### config.mk
export PLATFORM = sky130hd
export DESIGN_NAME = btn_conditioner
export DESIGN_NICKNAME = d
export VERILOG_FILES = /design/src/rtl/btn_conditioner.sv
export SDC_FILE = /design/constraint.sdc
export NUM_CORES = 1
export LEC_CHECK = 0
export ABC_AREA = 1
export BUFFER_PORTS_ARGS = -buffer_cell sky130_fd_sc_hd__buf_2
export CORE_UTILIZATION = 60
export CTS_CLUSTER_SIZE = 28
export DETAILED_ROUTE_END_ITERATION = 16
export HOLD_SLACK_MARGIN = 0.02
export PLACE_DENSITY = 0.77
export SLEW_MARGIN = 20
export SYNTH_ARGS = -nofsm -noshare
export SYNTH_HDL_FRONTEND = slang
export SYNTH_SLANG_ARGS = --single-unit
### constraint.sdc
create_clock -name clk -period 5.23 [get_ports clk]
set_clock_uncertainty 0.2 [all_clocks]
set_input_delay 0.523 -clock clk [delete_from_list [all_inputs] [get_ports clk]]
set_output_delay 0.523 -clock clk [all_outputs]
set_load 0.02 [all_outputs]
### src/rtl/btn_conditioner.sv
// btn_conditioner: synchronizes, debounces and event-codes one raw push-button.
// Produces a debounced level, a one-cycle press/repeat strobe, a one-cycle
// release strobe and a "held" flag while auto-repeat is running.
module btn_conditioner #(
    parameter int unsigned SYNC_STAGES     = 2,
    parameter int unsigned DEBOUNCE_CYCLES = 1_000_000,
    parameter int unsigned REPEAT_DELAY    = 25_000_000,
    parameter int unsigned REPEAT_RATE     = 5_000_000,
    parameter bit          ACTIVE_LOW      = 1'b1
) (
    input  logic clk,
    input  logic reset,
    input  logic btn_raw,
    input  logic repeat_en,
    output logic btn_level,
    output logic btn_pulse,
    output logic btn_release,
    output logic held
);

    function automatic int unsigned max3(input int unsigned a, input int unsigned b,
                                         input int unsigned c);
        int unsigned m;
        m = (a > b) ? a : b;
        return (m > c) ? m : c;
    endfunction

    localparam int unsigned CNT_MAX = max3(DEBOUNCE_CYCLES, REPEAT_DELAY, REPEAT_RATE);
    localparam int unsigned CNT_W   = $clog2(CNT_MAX + 1);

    localparam logic [CNT_W-1:0] DB_LAST = CNT_W'(DEBOUNCE_CYCLES - 1);
    localparam logic [CNT_W-1:0] RD_LAST = CNT_W'(REPEAT_DELAY - 1);
    localparam logic [CNT_W-1:0] RR_LAST = CNT_W'(REPEAT_RATE - 1);

    // Raw pad level that corresponds to "not pressed".
    localparam logic RAW_IDLE = ACTIVE_LOW;

    typedef enum logic [2:0] {
        IDLE,
        DB_PRESS,
        PRESSED,
        REPEAT,
        DB_RELEASE
    } state_t;

    state_t             state_q, state_d;
    logic [CNT_W-1:0]   cnt_q, cnt_d;
    logic [SYNC_STAGES-1:0] sync_q, sync_d;
    logic               level_q, level_d;
    logic               pulse_q, pulse_d;
    logic               release_q, release_d;
    logic               held_q, held_d;
    logic               btn_sync;

    // Synchronizer shift: new raw sample enters at bit 0.
    always_comb begin
        sync_d = {sync_q[SYNC_STAGES-2:0], btn_raw};
    end

    assign btn_sync = sync_q[SYNC_STAGES-1] ^ ACTIVE_LOW;

    // Next-state, counter and registered-output logic for the debounce/repeat FSM.
    always_comb begin
        state_d   = state_q;
        cnt_d     = cnt_q;
        pulse_d   = 1'b0;
        release_d = 1'b0;

        case (state_q)
            IDLE: begin
                if (btn_sync) state_d = DB_PRESS;
            end
            DB_PRESS: begin
                if (!btn_sync) begin
                    state_d = IDLE;
                end else if (cnt_q == DB_LAST) begin
                    state_d = PRESSED;
                    pulse_d = 1'b1;
                end else begin
                    cnt_d = cnt_q + CNT_W'(1);
                end
            end
            PRESSED: begin
                if (!btn_sync) begin
                    state_d = DB_RELEASE;
                end else if (!repeat_en) begin
                    cnt_d = '0;
                end else if (cnt_q == RD_LAST) begin
                    state_d = REPEAT;
                    pulse_d = 1'b1;
                end else begin
                    cnt_d = cnt_q + CNT_W'(1);
                end
            end
            REPEAT: begin
                if (!btn_sync) begin
                    state_d = DB_RELEASE;
                end else if (!repeat_en) begin
                    state_d = PRESSED;
                end else if (cnt_q == RR_LAST) begin
                    pulse_d = 1'b1;
                    cnt_d   = '0;
                end else begin
                    cnt_d = cnt_q + CNT_W'(1);
                end
            end
            DB_RELEASE: begin
                if (btn_sync) begin
                    state_d = PRESSED;
                end else if (cnt_q == DB_LAST) begin
                    state_d   = IDLE;
                    release_d = 1'b1;
                end else begin
                    cnt_d = cnt_q + CNT_W'(1);
                end
            end
            default: begin
                state_d = IDLE;
            end
        endcase

        // Every state change restarts the shared counter.
        if (state_d != state_q) cnt_d = '0;

        // Level stays asserted through release debounce until the release is accepted.
        level_d = (state_d == PRESSED) || (state_d == REPEAT) || (state_d == DB_RELEASE);
        held_d  = (state_d == REPEAT);
    end

    // State, counter, synchronizer and output registers with synchronous reset.
    always_ff @(posedge clk) begin
        if (reset) begin
            state_q   <= IDLE;
            cnt_q     <= '0;
            sync_q    <= {SYNC_STAGES{RAW_IDLE}};
            level_q   <= 1'b0;
            pulse_q   <= 1'b0;
            release_q <= 1'b0;
            held_q    <= 1'b0;
        end else begin
            state_q   <= state_d;
            cnt_q     <= cnt_d;
            sync_q    <= sync_d;
            level_q   <= level_d;
            pulse_q   <= pulse_d;
            release_q <= release_d;
            held_q    <= held_d;
        end
    end

    assign btn_level   = level_q;
    assign btn_pulse   = pulse_q;
    assign btn_release = release_q;
    assign held        = held_q;

endmodule
==> impl_metrics.py <==
metrics = {
    "outcome": {
        "status": "completed",
    },
    "cells_and_area": {
        "diodes": 0,
        "final_core_util": 0.6630,
        "final_cells": 524,
        "syn_to_final_growth_pct": 4.700,
        "num-nets-final": 476,
        "fillerInstances": 427,
        "drive_above_1_share": 0.1356,
        "post-route-cell-area_um2": 2927,
    },
    "logic_synthesis": {
        "synth_fp_nets": 478,
        "synth.avg_cell_area_um2": 5.909,
        "ys_top_cells_by_count": "nand2_1 (144), nor2_1 (71), inv_1 (49), nand3_1 (49), dfxtp_1 (34)",
        "yosysWarnings": 0,
        "synth-seq-cells": 34,
        "synth.most_common_cell": "nand2_1",
        "ys_seq_area_frac": 0.2435,
        "synth_area_um2": 2795,
        "synthesis.instances": 473,
        "synth_top_area_share": 0.2435,
        "async_flop_share": 0,
        "synth_cell_type_count": 38,
        "synth_edf_count": 0,
        "synthFlopType": "dfxtp_1",
        "synth_top_area_cell": "dfxtp_1",
        "yosys-top-cells-area": "dfxtp_1 (24%), nand2_1 (19%), nor2_1 (9.5%)",
    },
    "placement": {
        "dp_hpwl_um": 5886,
        "dp_cells": 516,
        "gp_congestion": 0.9799,
        "port_buffers": 7,
        "place_area_um2": 2789,
        "dp_slack_ns": 2.473,
    },
    "floorplanning": {
        "die_w_um": 70.26,
        "num_rows": 24,
        "start_util": 0.6332,
        "fp.dieH_um": 70.26,
        "design.die.area_um2": 4936,
        "pin_count": 8,
        "core_area_um2": 4414,
    },
    "worst_setup_path": {
        "path_class": "reg2reg",
        "arrival_ns": 2.84,
        "crit_slowest_cell": "dfxtp_1",
        "worstPathRequired_ns": 5.23,
        "cp-end-kind": "flop",
        "cp_max_fo": 23,
        "reg2reg_depth": 8,
        "path_buf_inv": 0,
        "worstSetupStartpointType": "flop",
        "critical-path-max-stage-delay_ns": 0.52,
        "crit_chain": "nand2_2 -> nor2_2 -> nand2_1 -> nor2_1 -> nand3_1 -> nand4_1 -> nand3_4 -> a21oi_1",
        "path_delay_family": "simple AND/OR/NAND/NOR gates",
        "cp.depth": 8,
    },
    "sta": {
        "period_needed_ns": 2.835,
        "slew_headroom": 0.6474,
        "slew_viol_final": 0,
        "hold_viol": 0,
        "finalCritPeriodShare": 0.5420,
        "max_freq_ghz": 0.3528,
        "worstMarginPinSlew_ns": 0.5283,
        "setup_slack_ns": 2.395,
        "holdWs_ns": 0.2109,
        "setup-violations-final": 0,
        "rsz0062_at_grt": "false",
        "tns_ns": 0,
    },
    "flow_run": {
        "maxCapViolations": 0,
    },
    "power_and_ir_drop": {
        "ir_drop_v": 0.0001848,
        "power_mw": 0.5901,
        "power_density_nw_per_um2": 201.6,
        "p_leak_nw": 1.136,
    },
    "clock_tree": {
        "cts_max_level": 2,
        "cts_num_sinks": 34,
        "holdBufCountCts": 0,
        "cts_tree": "built",
        "path_clk_slew_ns": 0.08,
        "cts_root_buf": "clkbuf_8",
        "clock_latency_ns": 0.30,
        "cts_buffers": 5,
        "post-cts-setup-buffer-count": 0,
        "cts_resized": 0,
        "clockBufferDepth": 2,
    },
    "worst_hold_path": {
        "hold_depth": 2,
        "worstHoldPathType": "in2reg",
    },
    "grt": {
        "grt_first_pass_wirelength_um": 12670,
        "grt_max_degree": 29,
        "grt_antenna_before_repair": 0,
        "grt_pass1_vias": 2611,
        "grt.total_usage": 0.3298,
        "grt.overflow.total": 0,
    },
    "routing": {
        "drtPass1Iterations": 5,
        "wl_per_cell_um": 14.93,
        "vias": 3045,
        "finalWirelength_um": 7821,
        "drcViolationCount": 0,
        "drt_iter0_drc": 470,
        "ant_nets": 0,
        "via_per_inst": 5.811,
    },
}
flip-flops by register name (all words and copies together) (netlist names):
register	count
btn_release	1
held	1
state_q	3
btn_level	1
btn_pulse	1
sync_q	2
cnt_q	25
cell usage in the layout, fill, tap and decap left out, types with 8 or more instances in the layout:
cell | netlist | layout
o21ai_0 | 13 | 13
a21oi_2 | 13 | 13
nor2_1 | 71 | 71
inv_1 | 49 | 49
inv_2 | 8 | 8
dfxtp_1 | 34 | 34
nor2_2 | 12 | 12
nand3_1 | 49 | 49
nand4_1 | 16 | 16
nand2_1 | 144 | 144
final timing paths:
kind,start,end,slack [ns]
max reg2reg,state_q[1]$_SDFF_PP0_,cnt_q[7]$_SDFFE_PP0P_,2.40
min,btn_raw,sync_q[0]$_SDFF_PP1_,0.21
min reg2reg,sync_q[0]$_SDFF_PP1_,sync_q[1]$_SDFF_PP1_,0.21
max,state_q[1]$_SDFF_PP0_,cnt_q[7]$_SDFFE_PP0P_,2.40
metal layers:
metal | vias to the layer above | GRT usage | share of wire
met4 | 0 | 0.1289 | 0.036
met5 | - | 0 | 0
met3 | 32 | 0.07071 | 0.088
met1 | 1360 | 0.4520 | 0.44
met2 | 147 | 0.5026 | 0.44
li1 | 1506 | - | -
power breakdown:
part / internal [mW] / switching, mW / total (mW) / leakage, nW
Clock: 0.191 / 0.111 / 0.302 / 0.0683
Combinational: 0.00551 / 0.0212 / 0.0267 / 0.793
Sequential: 0.260 / 0.00170 / 0.262 / 0.274
cells by family after synthesis:
| family | Yosys count | synth area share |
|---|---|---|
| compound gates | 45 | 0.1119 |
| simple gates | 312 | 0.5022 |
| flops | 34 | 0.2435 |
| buf+inv | 75 | 0.1191 |
| xor+xnor | 6 | 0.01880 |
| fa+ha+maj | 1 | 0.004476 |
cell type report:
type	instances	area, um^2	area share
Inverter	59	226.5	0.07738
Timing Repair Buffer	7	35.03	0.01197
Clock buffer	5	68.82	0.02351
Sequential cell	34	680.7	0.2326
Multi-Input combinational cell	364	1782	0.6088
Clock inverter	3	68.82	0.02351
Tap cell	52	65.06	0.02223
Power figures use the tool's default switching activity.
